===== src/rtl/inst_encoder.sv =====
// Instruction encoder: turns field-level requests into 32-bit MIPS-style
// words and streams them into instruction memory at sequential addresses.
// Each j/beq/bne can be followed by DELAY_NOPS auto-inserted NOP words.
// Once 2**ADDR_W words have been written, the block stops writing until reset.
//
// Handshake: a request is taken on a rising edge when in_valid && in_ready.
// in_ready is a registered function of state and full only. While in_ready
// is low, the requester holds in_valid and all fields stable.
module inst_encoder #(
  parameter int ADDR_W     = 8,
  parameter int DELAY_NOPS = 1
) (
  input  logic              clk,
  input  logic              rst,
  input  logic              in_valid,
  output logic              in_ready,
  input  logic [2:0]        op_sel,
  input  logic              nop_req,
  input  logic [4:0]        rs,
  input  logic [4:0]        rt,
  input  logic [4:0]        rd,
  input  logic [5:0]        funct,
  input  logic [15:0]       imm,
  input  logic [25:0]       jaddr,
  output logic              wr_en,
  output logic [ADDR_W-1:0] wr_addr,
  output logic [31:0]       wr_data,
  output logic [ADDR_W:0]   count,
  output logic              full,
  output logic [1:0]        state_o
);

  typedef enum logic [1:0] {
    IDLE = 2'd0,
    PAD  = 2'd1,
    FULL = 2'd2
  } state_t;

  localparam logic [ADDR_W:0] FULL_CNT = {1'b1, {ADDR_W{1'b0}}};
  localparam logic [1:0]      LAST_PAD = 2'(DELAY_NOPS - 1);

  state_t            state_q;
  logic [1:0]        pad_cnt_q;
  logic              in_ready_q;
  logic              wr_en_q;
  logic [ADDR_W-1:0] wr_addr_q;
  logic [31:0]       wr_data_q;
  logic [ADDR_W:0]   count_q;
  logic              full_q;

  logic [31:0]       enc_d;
  logic              is_branch_d;
  logic [ADDR_W:0]   count_d;
  logic              hit_full_d;

  // Encode the presented request; nop_req overrides op_sel.
  always_comb begin
    enc_d       = 32'h0;
    is_branch_d = 1'b0;
    if (!nop_req) begin
      case (op_sel)
        3'd0: enc_d = {6'b000000, rs, rt, rd, 5'b00000, funct};
        3'd1: enc_d = {6'b001000, rs, rt, imm};
        3'd2: enc_d = {6'b001100, rs, rt, imm};
        3'd3: enc_d = {6'b100011, rs, rt, imm};
        3'd4: enc_d = {6'b101011, rs, rt, imm};
        3'd5: begin enc_d = {6'b000010, jaddr};    is_branch_d = 1'b1; end
        3'd6: begin enc_d = {6'b000100, rs, rt, imm}; is_branch_d = 1'b1; end
        default: begin enc_d = {6'b000101, rs, rt, imm}; is_branch_d = 1'b1; end
      endcase
    end
  end

  // Count after the write being launched this edge; full when it hits 2**ADDR_W.
  always_comb begin
    count_d    = count_q + 1'b1;
    hit_full_d = (count_d == FULL_CNT);
  end

  // Control FSM with registered outputs; count tracks words written including the one on wr_data.
  always_ff @(posedge clk) begin
    if (rst) begin
      state_q    <= IDLE;
      pad_cnt_q  <= 2'd0;
      in_ready_q <= 1'b1;
      wr_en_q    <= 1'b0;
      wr_addr_q  <= '0;
      wr_data_q  <= 32'h0;
      count_q    <= '0;
      full_q     <= 1'b0;
    end else begin
      wr_en_q <= 1'b0;
      case (state_q)
        IDLE: begin
          if (in_valid && in_ready_q) begin
            wr_en_q   <= 1'b1;
            wr_addr_q <= count_q[ADDR_W-1:0];
            wr_data_q <= enc_d;
            count_q   <= count_d;
            if (hit_full_d) begin
              state_q    <= FULL;
              full_q     <= 1'b1;
              in_ready_q <= 1'b0;
            end else if (is_branch_d && (DELAY_NOPS > 0)) begin
              state_q    <= PAD;
              pad_cnt_q  <= 2'd0;
              in_ready_q <= 1'b0;
            end
          end
        end
        PAD: begin
          wr_en_q   <= 1'b1;
          wr_addr_q <= count_q[ADDR_W-1:0];
          wr_data_q <= 32'h0;
          count_q   <= count_d;
          pad_cnt_q <= pad_cnt_q + 2'd1;
          if (hit_full_d) begin
            state_q <= FULL;
            full_q  <= 1'b1;
          end else if (pad_cnt_q == LAST_PAD) begin
            state_q    <= IDLE;
            in_ready_q <= 1'b1;
          end
        end
        default: begin
          state_q    <= FULL;
          in_ready_q <= 1'b0;
        end
      endcase
    end
  end

  assign in_ready = in_ready_q;
  assign wr_en    = wr_en_q;
  assign wr_addr  = wr_addr_q;
  assign wr_data  = wr_data_q;
  assign count    = count_q;
  assign full     = full_q;
  assign state_o  = state_q;

endmodule


===== config.mk =====
export PLATFORM = sky130hd
export DESIGN_NAME = inst_encoder
export DESIGN_NICKNAME = d
export VERILOG_FILES = /design/src/rtl/inst_encoder.sv
export SDC_FILE = /design/constraint.sdc
export NUM_CORES = 1
export LEC_CHECK = 0
export ABC_AREA = 1
export CAP_MARGIN = 40
export CORE_MARGIN = 2
export CORE_UTILIZATION = 38
export CTS_CLUSTER_DIAMETER = 80
export DETAILED_ROUTE_END_ITERATION = 12
export PLACE_DENSITY = 0.77
export SETUP_SLACK_MARGIN = 0.05
export SKIP_CTS_REPAIR_TIMING = 1
export SYNTH_ARGS = -nofsm -noshare
export SYNTH_HDL_FRONTEND = slang
export SYNTH_SLANG_ARGS = --single-unit

===== constraint.sdc =====
create_clock -name clk -period 1.8 [get_ports clk]
set_clock_uncertainty 0.15 [all_clocks]
set_input_delay 0.18 -clock clk [delete_from_list [all_inputs] [get_ports clk]]
set_output_delay 0.18 -clock clk [all_outputs]
set_load 0.01 [all_outputs]

==> reports/results.ini, run 1 <==
[route]
vias = 3264
drtPass1Iterations = 4
antenna_left = 0
wl_per_cell_um = 12.8
drc = 0
drtIter0Drc = 112
wl_um = 8430
vias_per_cell = 4.96

[synth]
synth_top_area_frac = 0.398
synth_top_area_cell = dfxtp_1
async_flop_share = 0
syn_nets = 483
synth_edf_count = 0
synth_cell_type_count = 35
synth_fa_ha_area_frac = 0.00904
avgSynthCellArea_um2 = 6.74
yosysMostFrequentCell = nand2_1
synth_warnings = 0
synth_flop_cell = dfxtp_1
synth_top_family_by_area = compound AO/OA/AOI/OAI gates
synth.area.top_cells = dfxtp_1 (40%), nand2_1 (13%), a21oi_1 (8.3%), o21ai_0 (8.1%), inv_1 (6.6%)
syn_area_mm2 = 0.00277
netlist_instances = 411
yosys.area_share.simple = 0.238
ys_seq_area_frac = 0.398
synth_xor_area_frac = 0
muxShareOfSynthArea = 0
synth_compound_area_frac = 0.247
ys_top_cells_by_count = nand2_1 (99), dfxtp_1 (55), inv_1 (49), a21oi_1 (46), o21ai_0 (45)
synth_seq_cells = 55

[sta]
fin_crit_sh = 0.977
timing.fmax_mhz = 569
final.min_clock_period_ns = 1.76
finalSetupViolations = 0
hold-worst-slack_ns = 0.321
hold_viol = 0
finalMaxSlewViolations = 0
rsz0062_at_grt = yes

[critical_path]
cp_slowest_cell = dfxtp_4
reg2reg_to = in_ready$_SDFFE_PP1P_
worst-endpoint-arrival_ns = 1.82
reg2reg_slack_ns = 0.04
crit_path_end_kind = flop
reg2reg_from = count[1]$_SDFFE_PP0P_
crit_fanout = 4
reg2regPathDepth = 10
startpoint = count[1]$_SDFFE_PP0P_
critPathLaunchType = flop
critPathMaxStageDelay_ns = 0.38
crit_top_cell = nand2_1
crit_type = flop to flop
required_ns = 1.86
cp-endpoint = in_ready$_SDFFE_PP1P_
crit_chain = ha_4 > nand3_4 > o21ai_2 > nand2_2 > nor2_4 > nand4_1 > nand2_1 > nand3_2 > a21oi_2 > nand2_1

[pwr]
internal_power_uw = 2290
seqPwrFrac = 0.433
comb_power_share = 0.259
p_leak_uw = 0.00186
power_density_mw_per_mm2 = 676
clkPwrFrac = 0.308
ir_drop_v = 0.000307
power.switching_uw = 819
power_switching_share = 0.264

[finish]
final_nets = 630
drive_gt1_frac = 0.143
diodes = 0
fillers = 634
multi_input_area_mm2 = 0.00147
area_growth_pct = 65.9
utilization = 0.644
register_area_mm2 = 0.00111

[floorplanning]
die_x_um = 89.4
dieArea_mm2 = 0.00799
rows = 31
initial_core_util = 0.388
io-pin-count = 124
core-area_mm2 = 0.00714
die_h_um = 89.4

[place]
gp_congestion = 0.865
port_buffers = 122
dp.final_hpwl_um = 6480

[clock_network]
tritoncts = yes
cts_max_path_buffers = 2
numCtsBuffers = 5
cts.htree.levels = 2
clk_pin_slew_ns = 0.10
cts.sinks = 55
root_buffer = clkbuf_8
worstSkewPairLatency_ns = 0.30

[global_routing]
antenna_found_initial = 0
grt_overflow = 0
grt_pass1_wl_um = 13300
grt_pass1_vias = 3029
grt_max_degree = 27
grt_use_total = 0.210

[worst_hold_path]
whs_path_depth = 2
hold_path_class = flop to flop

[run_status]
status = completed

[run]
drv_cap = 0

-- cells by family after synthesis --
family / count (synthesis)
adder cells (fa/ha/maj): 2
buffers and inverters: 73
flip-flops: 55
other: 1
AND/OR/NAND/NOR: 161
AO/OA/AOI/OAI: 119
-- flip-flops by register name, indices dropped and copies added, names as in the netlist --
signal     flops
pad_cnt_q      2
state_o        2
wr_data       31
full           1
wr_en          1
wr_addr        8
in_ready       1
count          9
-- power by group through the flow --
stage               combinational [µW]  sequential (µW)  clock [µW]
detailed placement                 777             1360           0
floorplan                          295             1390           0
CTS                                781             1340         972
global placement                   760             1360           0
finish                             803             1340         958
global route                       882             1350        1020
-- cells in the final DEF (no fill, tap or decap), types with 3 or more instances in the layout --
| master | instances |
|---|---|
| clkdlybuf4s50_1 | 122 |
| nand2_1 | 94 |
| dfxtp_1 | 50 |
| inv_1 | 48 |
| a21oi_1 | 44 |
| o21ai_0 | 39 |
| buf_4 | 36 |
| nor2_1 | 35 |
| o21ai_1 | 12 |
| a32o_1 | 11 |
| nand3_1 | 7 |
| nand2_2 | 6 |
| clkbuf_8 | 5 |
| nand4_1 | 4 |
| o21ai_2 | 3 |
| a21oi_2 | 3 |
| nor2_4 | 3 |
| dfxtp_2 | 3 |
| buf_12 | 3 |
-- metrics by stage --
| step | power, µW | area [µm²] | instances | worst slack, ns | TNS (ns) |
|---|---|---|---|---|---|
| after detailed placement | 2140 | 4330 | 647 | -0.214 | -4.06 |
| after CTS | 3090 | 4470 | 655 | -0.0550 | -0.102 |
| after global placement | 2120 | 4330 | 647 | -0.113 | -1.84 |
| after floorplan | 1690 | 2770 | 411 | 0.107 | 0 |
| after global routing | 3260 | 4590 | 658 | -0.110 | -0.242 |
| final | 3100 | 4590 | 658 | 0.0420 | 0 |
-- routing by layer --
metal | up-vias | track usage | wire length, µm
met5 | - | 0 | 0
met4 | 0 | 0.0502 | 135
met3 | 12 | 0.0637 | 612
met2 | 105 | 0.376 | 4380
met1 | 1510 | 0.246 | 3300
li1 | 1637 | - | -
-- worst max-delay path, delay by kind of cell (launching register included) --
kind / cells / cell delay, ns
AO/OA/AOI/OAI: 2 / 0.29
adder cells (fa/ha/maj): 1 / 0.18
flip-flops: 1 / 0.38
AND/OR/NAND/NOR: 7 / 0.68
-- layout make-up --
| cell class | instances | share of cell area |
|---|---|---|
| clock inverter | 2 | 0.0131 |
| tap | 99 | 0.0270 |
| inverter | 51 | 0.0417 |
| timing repair buffer | 162 | 0.340 |
| multi-input combinational | 283 | 0.320 |
| clock buffer | 6 | 0.0158 |
| sequential | 55 | 0.242 |
-- worst min-delay path by stage --
stage,startpoint,endpoint
2_1_floorplan,op_sel[1],wr_data[28]$_SDFFE_PP0P_
3_3_place_gp,wr_data[15]$_SDFFE_PP0P_,wr_data[15]$_SDFFE_PP0P_
3_5_place_dp,wr_data[31]$_SDFFE_PP0P_,wr_data[31]$_SDFFE_PP0P_
4_1_cts,wr_data[28]$_SDFFE_PP0P_,wr_data[28]$_SDFFE_PP0P_
5_1_grt,wr_data[11]$_SDFFE_PP0P_,wr_data[11]$_SDFFE_PP0P_
6_report,wr_data[9]$_SDFFE_PP0P_,wr_data[9]$_SDFFE_PP0P_
(Power assumes the default switching activity.)
==> run 2, diff against run 1 <==
--- a/config.mk
+++ b/config.mk
@@ -6,12 +6,15 @@
 export NUM_CORES = 1
 export LEC_CHECK = 0
 export ABC_AREA = 1
+export ABC_CLOCK_PERIOD_IN_PS = 1800
 export CAP_MARGIN = 40
+export CELL_PAD_IN_SITES_DETAIL_PLACEMENT = 1
+export CELL_PAD_IN_SITES_GLOBAL_PLACEMENT = 2
 export CORE_MARGIN = 2
-export CORE_UTILIZATION = 38
+export CORE_UTILIZATION = 19
 export CTS_CLUSTER_DIAMETER = 80
 export DETAILED_ROUTE_END_ITERATION = 12
-export PLACE_DENSITY = 0.77
+export PLACE_DENSITY_LB_ADDON = 0.1
 export SETUP_SLACK_MARGIN = 0.05
 export SKIP_CTS_REPAIR_TIMING = 1
 export SYNTH_ARGS = -nofsm -noshare
==> run 2 against run 1 <==
Net effect: the flow now finishes with violations (setup timing); critical endpoint unchanged; largest cell class unchanged; maximum frequency down 3.1%; critical path depth stayed put; sequential share of layout area shrank 0.84 points; power grew 7.6%; sequential power about the same; non-clock buffer count increased by 4; largest power group unchanged; die area increased by 95%; clock power is 22% higher; wire length increased by 27%; via count decreased by 0.46%; register-to-register slack worse by 0.06 ns; worst setup slack got worse by 0.055 ns.
==> reports/results.ini, run 2 (synthesis results as in run 1) <==
[clock_network]
numCtsBuffers = 5
cts.htree.levels = 2
tritoncts = yes
cts.sinks = 55
worstSkewPairLatency_ns = 0.31
root_buffer = clkbuf_16
clk_pin_slew_ns = 0.08
cts_max_path_buffers = 2

[finish]
drive_gt1_frac = 0.153
multi_input_area_mm2 = 0.00147
area_growth_pct = 72.8
final_nets = 634
final_common_cell = clkdlybuf4s50_1
diodes = 0
mostFrequentLayoutCells = clkdlybuf4s50_1 (118), nand2_1 (95), inv_1 (49), dfxtp_1 (49), a21oi_1 (44)
register_area_mm2 = 0.00112
utilization = 0.333
fillers = 1776
largest_reg_flops = 31

[sta]
hold_viol = 0
finalMaxSlewViolations = 0
fin_crit_sh = 1.01
worst_pin_slew_ns = 0.503
final.min_clock_period_ns = 1.81
tns_ns = -0.0154
rsz0062_at_grt = yes
max_slew_margin = 0.665
finalSetupViolations = 2
setup_slack_ns = -0.0135
timing.fmax_mhz = 551

[critical_path]
crit_top_cell = nand2_1
crit_fanout = 4
worst-endpoint-arrival_ns = 1.86
reg2reg_slack_ns = -0.01
crit_type = flop to flop
cp_slowest_cell = dfxtp_4
required_ns = 1.85
crit_buf_inv = 0
crit_chain = ha_4 > nand3_2 > o21ai_1 > nand2_1 > nor2_2 > nand4_1 > nand2_1 > nand3_1 > a21oi_2 > nand2_1
critPathLaunchType = flop
crit_path_end_kind = flop
critPathMaxStageDelay_ns = 0.38
critPathTopFamily = simple AND/OR/NAND/NOR gates

[route]
drtIter0Drc = 108
drc = 0
wl_per_cell_um = 14.4
top_layer = met4
antenna_left = 0
wl_met2_um = 4960
vias_per_cell = 4.35
vias = 3249
drtPass1Iterations = 4
wl_met3_um = 619
wl_met1_um = 5030
wl_um = 10700

[global_routing]
grt_pass1_wl_um = 17900
antenna_found_initial = 0
grt_max_degree = 41
grt_overflow = 0
grt_use_total = 0.143
grt_pass1_vias = 3459

[place]
dp.final_hpwl_um = 8060
gp_congestion = 0.787
port_buffers = 122

[pwr]
power_density_mw_per_mm2 = 698
ir_drop_v = 0.000355
p_leak_uw = 0.00191

[floorplanning]
initial_core_util = 0.193
io-pin-count = 124
rows = 44
dieArea_mm2 = 0.0156
die_x_um = 125
die_h_um = 125
core-area_mm2 = 0.0144

[run_status]
status = complete, but fails checks
violations = setup timing

[worst_hold_path]
hold_path_class = primary input to flop

[run]
drv_cap = 0

## run 2: layout make-up
cell class | instances | share of cell area
clock buffers | 5 | 0.0261
clock inverters | 3 | 0.00915
inverters | 51 | 0.0400
multi-input cells | 283 | 0.307
flip-flops and latches | 55 | 0.234
well taps | 184 | 0.0481
repair buffers | 166 | 0.336
## run 2: final timing paths
kind | start | to | depth (start not counted)
worst max-delay path | count[0]$_SDFFE_PP0P_ | in_ready$_SDFFE_PP1P_ | 10
worst min-delay path | op_sel[1] | wr_data[28]$_SDFFE_PP0P_ | 4
worst max register to register | count[0]$_SDFFE_PP0P_ | in_ready$_SDFFE_PP1P_ | 10
worst min register to register | wr_data[7]$_SDFFE_PP0P_ | wr_data[7]$_SDFFE_PP0P_ | 2
## run 2: stage by stage
stage	std cells	power [µW]	instance area (µm²)	setup WS [ns]	hold WS (ns)
floorplan	411	1690	2770	0.107	0.191
global placement	736	2190	4480	-0.165	0.303
detailed placement	736	2190	4480	-0.244	0.308
CTS	744	3390	4650	-0.125	0.242
global route	747	3550	4790	-0.162	0.241
finish	747	3340	4790	-0.0135	0.224
## run 2: where the power goes
| part | leakage (µW) | switching [µW] | internal [µW] |
|---|---|---|---|
| Combinational | 0.00137 | 387 | 447 |
| Sequential | 0.000453 | 52.1 | 1290 |
| Clock | 0.0000838 | 506 | 659 |
| Total | 0.00191 | 946 | 2400 |
## run 2: worst reg2reg max path: stages, from the launching register on
cell	delay, ns
dfxtp_4	0.38
ha_4	0.15
nand3_2	0.09
o21ai_1	0.15
nand2_1	0.10
nor2_2	0.10
nand4_1	0.18
nand2_1	0.14
nand3_1	0.09
a21oi_2	0.12
nand2_1	0.05
## run 2: per-layer routing
metal,vias up,global-route usage
li1,1648,-
met5,-,0
met1,1525,0.182
met4,0,0.0397
met3,8,0.0399
met2,68,0.235
